--- src/rtl/fetch_unit.sv ---
// Instruction-fetch stage: drives a 1-cycle-latency BRAM and hands {pc, instr} to decode
// over valid/ready, with a skid entry so back-pressure never loses a returning word.
module fetch_unit #(
   parameter int                ADDR_W   = 32,
   parameter logic [ADDR_W-1:0] RESET_PC = '0
) (
   input  logic              clk,
   input  logic              rst,
   input  logic              redirect_valid,
   input  logic [ADDR_W-1:0] redirect_pc,
   output logic              imem_en,
   output logic [ADDR_W-1:0] imem_addr,
   input  logic [31:0]       imem_dout,
   output logic              out_valid,
   input  logic              out_ready,
   output logic [ADDR_W-1:0] out_pc,
   output logic [31:0]       out_instr
);

   logic [ADDR_W-1:0] pc_q, pc_d;
   logic              inflight_q, inflight_d;
   logic [ADDR_W-1:0] inflight_pc_q, inflight_pc_d;
   logic              out_valid_q, out_valid_d;
   logic [ADDR_W-1:0] out_pc_q, out_pc_d;
   logic [31:0]       out_instr_q, out_instr_d;
   logic              skid_valid_q, skid_valid_d;
   logic [ADDR_W-1:0] skid_pc_q, skid_pc_d;
   logic [31:0]       skid_instr_q, skid_instr_d;

   logic              issue;
   logic [ADDR_W-1:0] redirect_target;

   assign redirect_target = {redirect_pc[ADDR_W-1:2], 2'b00};

   // Holding off issue while out is stalled with a word in flight keeps the skid free for it.
   assign issue     = !rst && !skid_valid_q && !(inflight_q && out_valid_q && !out_ready);
   assign imem_en   = issue;
   assign imem_addr = redirect_valid ? redirect_target : pc_q;

   assign out_valid = out_valid_q;
   assign out_pc    = out_pc_q;
   assign out_instr = out_instr_q;

   always_comb begin
      pc_d          = pc_q;
      inflight_d    = issue;
      inflight_pc_d = inflight_pc_q;
      out_valid_d   = out_valid_q;
      out_pc_d      = out_pc_q;
      out_instr_d   = out_instr_q;
      skid_valid_d  = skid_valid_q;
      skid_pc_d     = skid_pc_q;
      skid_instr_d  = skid_instr_q;

      if (issue) begin
         pc_d          = imem_addr + ADDR_W'(4);
         inflight_pc_d = imem_addr;
      end else if (redirect_valid) begin
         pc_d = redirect_target;
      end

      if (redirect_valid) begin
         out_valid_d  = 1'b0;
         skid_valid_d = 1'b0;
      end else if (!out_valid_q || out_ready) begin
         if (skid_valid_q) begin
            out_valid_d  = 1'b1;
            out_pc_d     = skid_pc_q;
            out_instr_d  = skid_instr_q;
            skid_valid_d = inflight_q;
            if (inflight_q) begin
               skid_pc_d    = inflight_pc_q;
               skid_instr_d = imem_dout;
            end
         end else if (inflight_q) begin
            out_valid_d = 1'b1;
            out_pc_d    = inflight_pc_q;
            out_instr_d = imem_dout;
         end else begin
            out_valid_d = 1'b0;
         end
      end else if (inflight_q) begin
         skid_valid_d = 1'b1;
         skid_pc_d    = inflight_pc_q;
         skid_instr_d = imem_dout;
      end
   end

   always_ff @(posedge clk) begin
      if (rst) begin
         pc_q          <= RESET_PC;
         inflight_q    <= 1'b0;
         inflight_pc_q <= '0;
         out_valid_q   <= 1'b0;
         out_pc_q      <= '0;
         out_instr_q   <= '0;
         skid_valid_q  <= 1'b0;
         skid_pc_q     <= '0;
         skid_instr_q  <= '0;
      end else begin
         pc_q          <= pc_d;
         inflight_q    <= inflight_d;
         inflight_pc_q <= inflight_pc_d;
         out_valid_q   <= out_valid_d;
         out_pc_q      <= out_pc_d;
         out_instr_q   <= out_instr_d;
         skid_valid_q  <= skid_valid_d;
         skid_pc_q     <= skid_pc_d;
         skid_instr_q  <= skid_instr_d;
      end
   end

endmodule

--- config.mk ---
export PLATFORM = sky130hd
export DESIGN_NAME = fetch_unit
export DESIGN_NICKNAME = d
export VERILOG_FILES = /design/src/rtl/fetch_unit.sv
export SDC_FILE = /design/constraint.sdc
export NUM_CORES = 1
export LEC_CHECK = 0
export CORE_AREA = 2 2 145 111
export CTS_CLUSTER_DIAMETER = 40
export CTS_CLUSTER_SIZE = 30
export DETAILED_ROUTE_END_ITERATION = 10
export DIE_AREA = 0 0 147 113
export PLACE_DENSITY_LB_ADDON = 0.08
export REMOVE_ABC_BUFFERS = 1
export SYNTH_ARGS = -nofsm -noshare
export SYNTH_HDL_FRONTEND = slang
export SYNTH_SLANG_ARGS = --single-unit
export TNS_END_PERCENT = 20
--- constraint.sdc ---
create_clock -name clk -period 8.5 [get_ports clk]
set_input_delay 1.275 -clock clk [delete_from_list [all_inputs] [get_ports clk]]
set_output_delay 1.275 -clock clk [all_outputs]
set_load 0.02 [all_outputs]
# After elaboration in Yosys (flattened, before gate mapping)
# Index checks and enable logic that the tools add are counted.
[totals] ff_bits=195 latch_bits=0 ram_bits=0 mem_bits_ro=0 input_bits=68 out_inout_bits=98 elab_cells=44 memories=0
[op_classes] addsub=1 n_mul=0 n_div=0 n_lt_le_gt_ge=0 n_eq_ne=1 shifts=0 muxes=17 n_bitwise=1 reduce_logical=15
[op_table] cell="$mux 32" count=12
[op_table] cell="$add 32x3->32 const B" count=1
[op_table] cell="$logic_not 1->1" count=5
[op_table] cell="$mux 1" count=5
[op_table] cell="$logic_and 1x1->1" count=4
[op_table] cell="$reduce_bool 2->1" count=2
[op_table] cell="$reduce_and 3->1" count=1
[op_table] cell="$ne 2x2->1 const B" count=1
[op_table] cell="$reduce_and 2->1" count=1
[op_table] cell="$reduce_or 2->1" count=1
[op_table] cell="$logic_or 1x1->1" count=1
[op_table] cell="$not 1->1" count=1

# Longest topological paths before layout
# Gate-level depths: netlist of run 1.
[logic_depth] ltp_word=5 ltp_mapped=12 mapped_depth_nobuf=8

# Least setup slack after synthesis of run 1
# No wires, ideal clock.
[synth_timing] path_type="in2reg" from="input redirect_valid" to="register pc_q[18]" setup_ps=123 t_arrival_ps=3598 t_required_ps=8377 slack_ps=4779 stages=12 n_path_buf=4 path_cell_list="buf_6 -> buf_4 -> buf_2 -> buf_2 -> mux2i_1 -> inv_1 -> ha_1 -> nand4b_1 -> a22oi_1 -> nand4_2 -> a211o_1 -> mux2_1"
[synth_via] elab_chain_cells=3
[synth_rtl] element="start, declared" line_no="9" text="input logic redirect_valid,"
[synth_rtl] element="$mux 32"
[synth_rtl] element="via imem_addr[3]" line_no="12" text="output logic [ADDR_W-1:0] imem_addr,"
[synth_rtl] element="$add 32x3->32" line_no="56" text="pc_d = imem_addr + ADDR_W'(4);"
[synth_rtl] element="$mux 32" line_no="55" text="if (issue) begin"
[synth_rtl] element="end signal, assigned" line_no="101" text="pc_q <= pc_d;"
[synth_rtl] element="end, declared" line_no="20" text="logic [ADDR_W-1:0] pc_q, pc_d;"
# The timed path passes the listed nets, and every way through them passes these cells.
# A chain may end at the register's enable or synchronous reset.

# Worst setup path in the final report of run 1
[layout_timing] from="input redirect_valid" to="output imem_addr[14]"
[layout_via] elab_chain_cells=1
[layout_rtl] element="$mux 32"
[layout_rtl] element="end, declared" line_no="12"
# Every way passes these cells.

==> results of run 1 <==
worst max-delay path by stage:
| stage | start | slack [ps] | endpoint |
|---|---|---|---|
| 6_report | redirect_valid | 3820 | imem_addr[14] |
| 2_1_floorplan | skid_valid_q$_SDFFE_PP0P_ | -1200 | out_instr[0]$_SDFFE_PP0P_ |
| 3_5_place_dp | redirect_valid | 3850 | imem_addr[14] |
| 5_1_grt | redirect_valid | 3650 | imem_addr[14] |
| 3_3_place_gp | redirect_valid | 3870 | imem_addr[14] |
| 4_1_cts | redirect_valid | 3850 | imem_addr[14] |
power by group through the flow:
stage,clock [W],combinational [W],sequential [W]
floorplan,0,0.000125,0.00103
global placement,0,0.000287,0.00100
detailed placement,0,0.000290,0.00100
CTS,0.000851,0.000293,0.000983
global route,0.000894,0.000315,0.000989
finish,0.000838,0.000291,0.000984
per-stage QoR:
stage / setup TNS [ps] / utilization / hold slack (ps) / instances
global route: 0 / 0.703 / 468 / 1299
finish: 0 / 0.703 / 453 / 1299
CTS: 0 / 0.703 / 455 / 1299
detailed placement: 0 / 0.663 / 438 / 1270
floorplan: -76880 / - / 421 / 893
global placement: 0 / 0.663 / 436 / 1270
critical path: cells and delay by family:
kind	cells	cell delay, ps
buffers and inverters	4	1390
multiplexers	1	670
per-layer routing:
metal | up-vias | routed length (µm) | global-route usage
li1 | 3596 | - | -
met1 | 3357 | 9600 | 0.336
met2 | 185 | 8990 | 0.376
met3 | 21 | 1330 | 0.0637
met4 | 0 | 244 | 0.0641
met5 | - | 0 | 0
cell families after synthesis:
kind of cell             Yosys count
AO/OA/AOI/OAI                    190
multiplexers                      96
XOR/XNOR                          12
AND/OR/NAND/NOR                  377
buffers and inverters             97
flip-flops                       195
adder cells (fa/ha/maj)            1
layout make-up:
cell class / count / area (µm²)
clock buffers: 18 / 429
clock inverters: 11 / 178
fillers: 1231 / 4500
inverters: 22 / 82.6
multi-input cells: 676 / 4080
flip-flops and latches: 195 / 3910
well taps: 205 / 256
repair buffers: 172 / 1700
cells in the mapped netlist, types with 2 or more instances:
cell and number:
dfxtp_1 195, nand2_1 152, nor2_1 131, a211oi_1 86, mux2i_1 83, a21oi_1 69
clkbuf_1 45, inv_1 22, nor3_1 21, buf_2 16, nand3_1 16, mux2_2 12
nand4_1 12, o21ai_0 8, a22oi_1 7, buf_1 7, nand3b_1 7, xor2_1 7
nand4b_1 6, nor2b_1 6, or4_1 6, xnor2_1 5, and2_1 4, buf_6 4
nor4_1 4, o21a_1 4, o31a_1 4, buf_4 3, a31oi_1 2, nand3_2 2
nand4_2 2
sequential cells by signal (all words and copies together), names as in the netlist:
name           count
out_valid          1
inflight_q         1
skid_pc_q         32
inflight_pc_q     32
skid_valid_q       1
out_pc            32
out_instr         32
skid_instr_q      32
pc_q              32
==> metrics.yaml, run 1 <==
cts-resized-gates: 0
tightest_slew_ps: 878
p_switching_w: 0.000530
rows: 39
wl_um: 20200
via_per_inst: 5.51
fmax_ghz: 0.213
rr_worst_depth: 5
timing.final.crit_share: 0.551
yosysTopAreaCellShare: 0.465
cp_slowest_cell: "mux2i_1"
dpl_cell_area_um2: 10000
die_y_um: 113
clkPwrFrac: 0.397
critPathRequiredTime_ps: 7220
worstSetupPathType: "in2out"
comb_power_share: 0.138
antenna_found_initial: 0
synth_compound_area_frac: 0.151
setup_viol: 0
dominantRegCellSynth: "dfxtp_1"
holdPathStages: 1
synth_adder_area_share: 0.00149
hp-class: "reg2reg"
power_frac_seq: 0.466
synthXorXnorAreaFrac: 0.0125
swShare: 0.251
port_buffers: 163
timing.reg2reg.setup_slack_ps: 5520
p_per_area_nw_per_um2: 199
mostFrequentLayoutCell: "dfxtp_1"
drv_cap: 0
first_pass_iters: 5
slew_headroom: 0.415
critPathMaxStageDelay_ps: 670
synth_top_family_by_area: "simple AND/OR/NAND/NOR gates"
yosys-mux-area-fraction: 0.117
cts-buffers-inserted: 17
overflow: 0
layout-drive-gt1-share: 0.0612
routabilityCongestion: 0.827
seq_area_frac_synth: 0.465
core_region_area_um2: 15100
synth-seq-cells: 195
ys_warn_count: 0
finalPower_w: 0.00211
postSynthCellCount: 968
wl_per_cell_um: 15.5
h-tree-depth: 4
grt_pass1_wl_um: 32700
slew_violations: 0
grt.total_usage: 0.242
synth_cell_types: 51
worst_clock_skew_ps: 9.71
yosys.area_share.simple: 0.202
fin_crit_ps: 4680
die_width_um: 147
insertion_delay_ps: 430
postCtsSetupBuffers: 0
clk_pin_slew_worst_paths_ps: 70
cts.sinks: 195
ir_worst_vdd_mv: 0.157
synth_edf_count: 0
preCtsSetupSlack_ps: 3850
final_antenna_net_count: 0
area_growth_pct: 26.8
path_cells: "buf_2 -> buf_4 -> mux2i_1 -> inv_1 -> clkdlybuf4s50_1"
root_buffer: "clkbuf_16"
final_cell_mix: "dfxtp_1 (194), clkdlybuf4s50_1 (161), nand2_1 (152)"
status: "completed"
p_leak_nw: 3.78
p_int_w: 0.00158
startpoint_type: "input port"
clockBufferDepth: 2
hold_end: "pc_q[0]$_SDFF_PP0_"
start_util: 0.554
grt_pass1_vias: 6593
arrival_ps: 3410
place_hpwl_um: 12700
cp_max_fo: 71
final_hold_viol_count: 0
worstSetupEndpointType: "output pin"
hold_path_startpoint: "pc_q[0]$_SDFF_PP0_"
grt_max_degree: 100
drc: 0
antennaDiodeCount: 0
r2r-start: "skid_valid_q$_SDFFE_PP0P_"
vias: 7159
pin_count: 166
synth_area_leaders: "dfxtp_1 (47%), mux2i_1 (9.9%), a211oi_1 (7.7%)"
worst_slack_ps: 3820
die_area_um2: 16600
rsz0062_at_grt: "no"
netlist_area_um2: 8390
syn_avg_cell_area_um2: 8.66
finalInstanceArea_um2: 10600
cts_tree: "done"
ctsHoldBuffers: 0
async_reset_ff_frac: 0
layout.nets: 1153
drtIter0Drc: 432
r2r_end: "skid_instr_q[29]$_SDFFE_PP0P_"
synth_top_area_cell: "dfxtp_1"
Power figures use the tool's default switching activity.
==> run 2: changes to the inputs <==
Settings changed: CORE_AREA 2 2 145 111 to 2 2 150 115, DIE_AREA 0 0 147 113 to 0 0 152 117.
Clock period 8.5 ns to 4.4 ns, I/O delays scaled along.
==> metrics.yaml, run 2 (synthesis results as in run 1) <==
status: "completed"
first_pass_iters: 5
clk_pin_slew_worst_paths_ps: 70
clockBufferDepth: 2
swShare: 0.256
slew_violations: 0
worst_slack_ps: 1050
cts.sinks: 195
p_int_w: 0.00300
final_hold_viol_count: 0
p_leak_nw: 3.79
grt_pass1_vias: 6453
root_buffer: "clkbuf_16"
antennaDiodeCount: 0
wl_per_cell_um: 15.4
postCtsSetupBuffers: 0
final_antenna_net_count: 0
antenna_found_initial: 0
grt_max_degree: 129
worst_clock_skew_ps: 11.5
rows: 41
rr_worst_depth: 5
worstSetupPathType: "in2out"
critPathTopFamily: "buffers and inverters"
via_per_inst: 5.39
arrival_ps: 2690
cp_slowest_cell: "clkdlybuf4s50_1"
place_hpwl_um: 13000
final_cell_mix: "dfxtp_1 (194), clkdlybuf4s50_1 (161), nand2_1 (152)"
power_frac_seq: 0.471
h-tree-depth: 4
ir_worst_vdd_mv: 0.272
cts-resized-gates: 0
p_switching_w: 0.00103
core_region_area_um2: 16500
die_y_um: 117
layout.nets: 1156
die_area_um2: 17800
p_per_area_nw_per_um2: 378
drc: 0
cts_tree: "done"
drtIter0Drc: 419
setup_viol: 0
drv_cap: 0
comb_power_share: 0.140
fin_crit_ps: 3350
mostFrequentLayoutCell: "dfxtp_1"
grt.total_usage: 0.227
rsz0062_at_grt: "no"
fillers: 1430
cp_max_fo: 34
path_cells: "buf_2 -> buf_4 -> mux2i_1 -> inv_1 -> clkdlybuf4s50_1"
grt_pass1_wl_um: 32900
crit_cells: 5
port_buffers: 163
insertion_delay_ps: 430
clkPwrFrac: 0.389
placedCellCount: 1283
fmax_ghz: 0.298
crit_buf_inv: 4
holdPathStages: 1
vias: 7074
ctsHoldBuffers: 0
layout-drive-gt1-share: 0.0638
startpoint_type: "input port"
die_width_um: 152
wl_um: 20300
overflow: 0
cts-buffers-inserted: 17
pin_count: 166
slew_headroom: 0.444
worstSetupEndpointType: "output pin"
timing.final.crit_share: 0.762
start_util: 0.509
routabilityCongestion: 0.794
area_growth_pct: 27.3
final-instance-count-excl-fill: 1313
tightest_slew_ps: 834
critPathRequiredTime_ps: 3740
critPathMaxStageDelay_ps: 570
preCtsSetupSlack_ps: 1070
hp-class: "reg2reg"
[run 2: cell types whose count changed in the layout (fill, tap and decap cells not counted), sizes merged]
cell	change
buf	+3
clkinvlp	+1
inv	-1
clkinv	+1
bufinv	-1
clkbuf	+1
[run 2: layout make-up]
type | instances | area [µm²] | area share
Multi-Input combinational cell | 676 | 4080 | 0.383
Sequential cell | 195 | 3910 | 0.366
Timing Repair Buffer | 175 | 1740 | 0.163
Clock buffer | 19 | 433 | 0.0406
Tap cell | 215 | 269 | 0.0252
Clock inverter | 11 | 155 | 0.0145
Inverter | 22 | 82.6 | 0.00774
[run 2: power by group through the flow]
stage	clock network, W	logic (W)	registers, W
2_1_floorplan	0	0.000242	0.00198
3_3_place_gp	0	0.000561	0.00194
3_5_place_dp	0	0.000564	0.00194
4_1_cts	0.00159	0.000569	0.00190
5_1_grt	0.00166	0.000613	0.00191
6_report	0.00157	0.000565	0.00190
[run 2: path summary, 6_finish.rpt]
kind | from | to | slack [ps]
worst max-delay path | redirect_valid | imem_addr[29] | 1050
worst min-delay path | pc_q[0]$_SDFF_PP0_ | pc_q[0]$_SDFF_PP0_ | 460
worst max register to register | skid_valid_q$_SDFFE_PP0P_ | pc_q[31]$_SDFF_PP0_ | 1920
worst min register to register | pc_q[0]$_SDFF_PP0_ | pc_q[0]$_SDFF_PP0_ | 460
[run 2: metal layers]
layer / vias to the layer above / share of wire / track usage
met5: - / 0 / 0
met4: 0 / 0.0040 / 0.0380
met3: 9 / 0.053 / 0.0611
met2: 153 / 0.45 / 0.363
met1: 3305 / 0.50 / 0.315
li1: 3607 / - / -
[run 2: stage by stage]
step	util	hold WS (ps)	setup TNS [ps]	total power, W	area (µm²)
2_1_floorplan	-	421	-402010	0.00223	8040
3_3_place_gp	0.612	434	0	0.00250	10100
3_5_place_dp	0.612	441	0	0.00251	10100
4_1_cts	0.648	456	0	0.00406	10700
5_1_grt	0.648	472	0	0.00419	10700
6_report	0.648	455	0	0.00404	10700
[run 2: worst reg2reg max path: cells and delay by family (launching register included)]
kind / cells / cell delay (ps)
flops: 1 / 580
simple gates: 2 / 540
compound gates: 1 / 440
buf+inv: 1 / 430
mux: 1 / 380
==> run 3: changes to the inputs <==
Settings changed: CORE_AREA 2 2 150 115 to 2 2 158 121, DIE_AREA 0 0 152 117 to 0 0 160 123.
Clock period 4.4 ns to 2.8 ns, I/O delays scaled along.
==> metrics.yaml, run 3 (synthesis results as in run 1) <==
mostFrequentLayoutCell: "dfxtp_1"
slew_headroom: 0.451
worst_clock_skew_ps: 17.2
hp-class: "in2reg"
holdPathStages: 2
status: "completed"
critPathTopFamily: "buffers and inverters"
final_antenna_net_count: 0
hold_path_startpoint: "rst"
die_area_um2: 19700
root_buffer: "clkbuf_16"
cts-buffers-inserted: 17
cp_slowest_cell: "clkdlybuf4s50_1"
overflow: 0
antennaDiodeCount: 0
clockBufferDepth: 2
place_hpwl_um: 13800
grt_pass1_wl_um: 33800
cts-resized-gates: 0
timing.final.crit_share: 0.912
wl_um: 21100
area_growth_pct: 29.4
vias: 7092
drc: 0
routabilityCongestion: 0.850
tightest_slew_ps: 820
hold_slack_ps: 253
rsz0062_at_grt: "no"
ctsHoldBuffers: 0
postCtsSetupBuffers: 0
placedCellCount: 1329
port_buffers: 163
critPathRequiredTime_ps: 2380
first_pass_iters: 4
startpoint_type: "input port"
r2r-start: "pc_q[3]$_SDFF_PP0_"
via_per_inst: 5.21
antenna_found_initial: 0
drtIter0Drc: 387
ir_worst_vdd_mv: 0.338
grt_pass1_vias: 6535
grt.total_usage: 0.213
layout-drive-gt1-share: 0.0781
grt_max_degree: 144
start_util: 0.461
p_leak_nw: 3.89
fin_crit_ps: 2550
p_per_area_nw_per_um2: 583
slew_violations: 0
arrival_ps: 2130
pin_count: 166
finalInstanceArea_um2: 10800
crit_top_cell: "clkdlybuf4s50_1"
critPathMaxStageDelay_ps: 670
cts.sinks: 195
insertion_delay_ps: 440
crit_buf_inv: 2
setup_viol: 0
cp_max_fo: 5
wl_per_cell_um: 15.5
final_cell_mix: "dfxtp_1 (194), clkdlybuf4s50_1 (161), nand2_1 (152)"
hold_end: "skid_pc_q[12]$_SDFFE_PP0P_"
final-instance-count-excl-fill: 1361
dpl_cell_area_um2: 10300
r2r_end: "pc_q[18]$_SDFF_PP0_"
worstSetupEndpointType: "output pin"
layout.nets: 1170
fmax_ghz: 0.392
h-tree-depth: 4
final_hold_viol_count: 0
core_region_area_um2: 18200
die_y_um: 123
drv_cap: 0
worstSetupPathType: "in2out"
die_width_um: 160
timing.reg2reg.setup_slack_ps: 660
cts_tree: "done"
rows: 43
rr_worst_depth: 8
clk_pin_slew_worst_paths_ps: 70
path_cells: "clkdlybuf4s50_1 -> and3b_1 -> nor3_2 -> clkdlybuf4s50_1"
## run 3: cell count changes in the layout (fill, tap and decap cells not counted)
cell,before,now
clkbuf_8,0,1
buf_12,2,5
clkinv_4,2,4
clkinv_2,0,1
inv_6,2,4
buf_4,10,21
clkinvlp_4,4,0
inv_8,0,3
bufinv_16,3,1
clkbuf_1,2,1
## run 3: power by group
group / switching (W) / total (W) / internal (W)
Clock: 0.00114 / 0.00242 / 0.00129
Sequential: 0.0000806 / 0.00298 / 0.00290
Combinational: 0.000489 / 0.000915 / 0.000427
## run 3: area by class of cell
cell class,count,area (µm²)
sequential,195,3910
tap,247,309
timing repair buffer,189,1890
multi-input combinational,676,4080
clock buffer,19,443
fill,1662,7340
clock inverter,13,139
inverter,22,82.6
## run 3: metal layers
metal / GRT usage / vias to the layer above / wire, µm
li1: - / 3633 / -
met1: 0.297 / 3296 / 10500
met2: 0.335 / 153 / 9330
met3: 0.0560 / 10 / 1150
met4: 0.0456 / 0 / 140
met5: 0 / - / 0
## run 3: metrics by stage
step / setup TNS, ps / setup slack, ps / util / total power, W
floorplan: -690180 / -6900 / - / 0.00350
global placement: 0 / 133 / 0.565 / 0.00396
detailed placement: 0 / 92.8 / 0.565 / 0.00397
CTS: 0 / 217 / 0.597 / 0.00638
global route: 0 / 173 / 0.597 / 0.00659
finish: 0 / 247 / 0.597 / 0.00632
## run 3: worst max-delay path by stage
stage               cells after the start                         to                       from
global route                            5              imem_addr[15]             redirect_valid
finish                                  4                    imem_en                  out_ready
floorplan                               3  out_instr[0]$_SDFFE_PP0P_  skid_valid_q$_SDFFE_PP0P_
CTS                                     4                    imem_en                  out_ready
detailed placement                      9        pc_q[18]$_SDFF_PP0_             redirect_pc[3]
global placement                        7        pc_q[31]$_SDFF_PP0_             redirect_valid
## run 3: worst reg2reg max path: cells and delay by family (launching register included)
kind	cells	cell delay [ps]
and+or+nand+nor	2	390
muxes	2	400
buffers and inverters	1	100
adders and majority gates	1	190
DFF	1	360
AOI/OAI and AO/OA	2	570
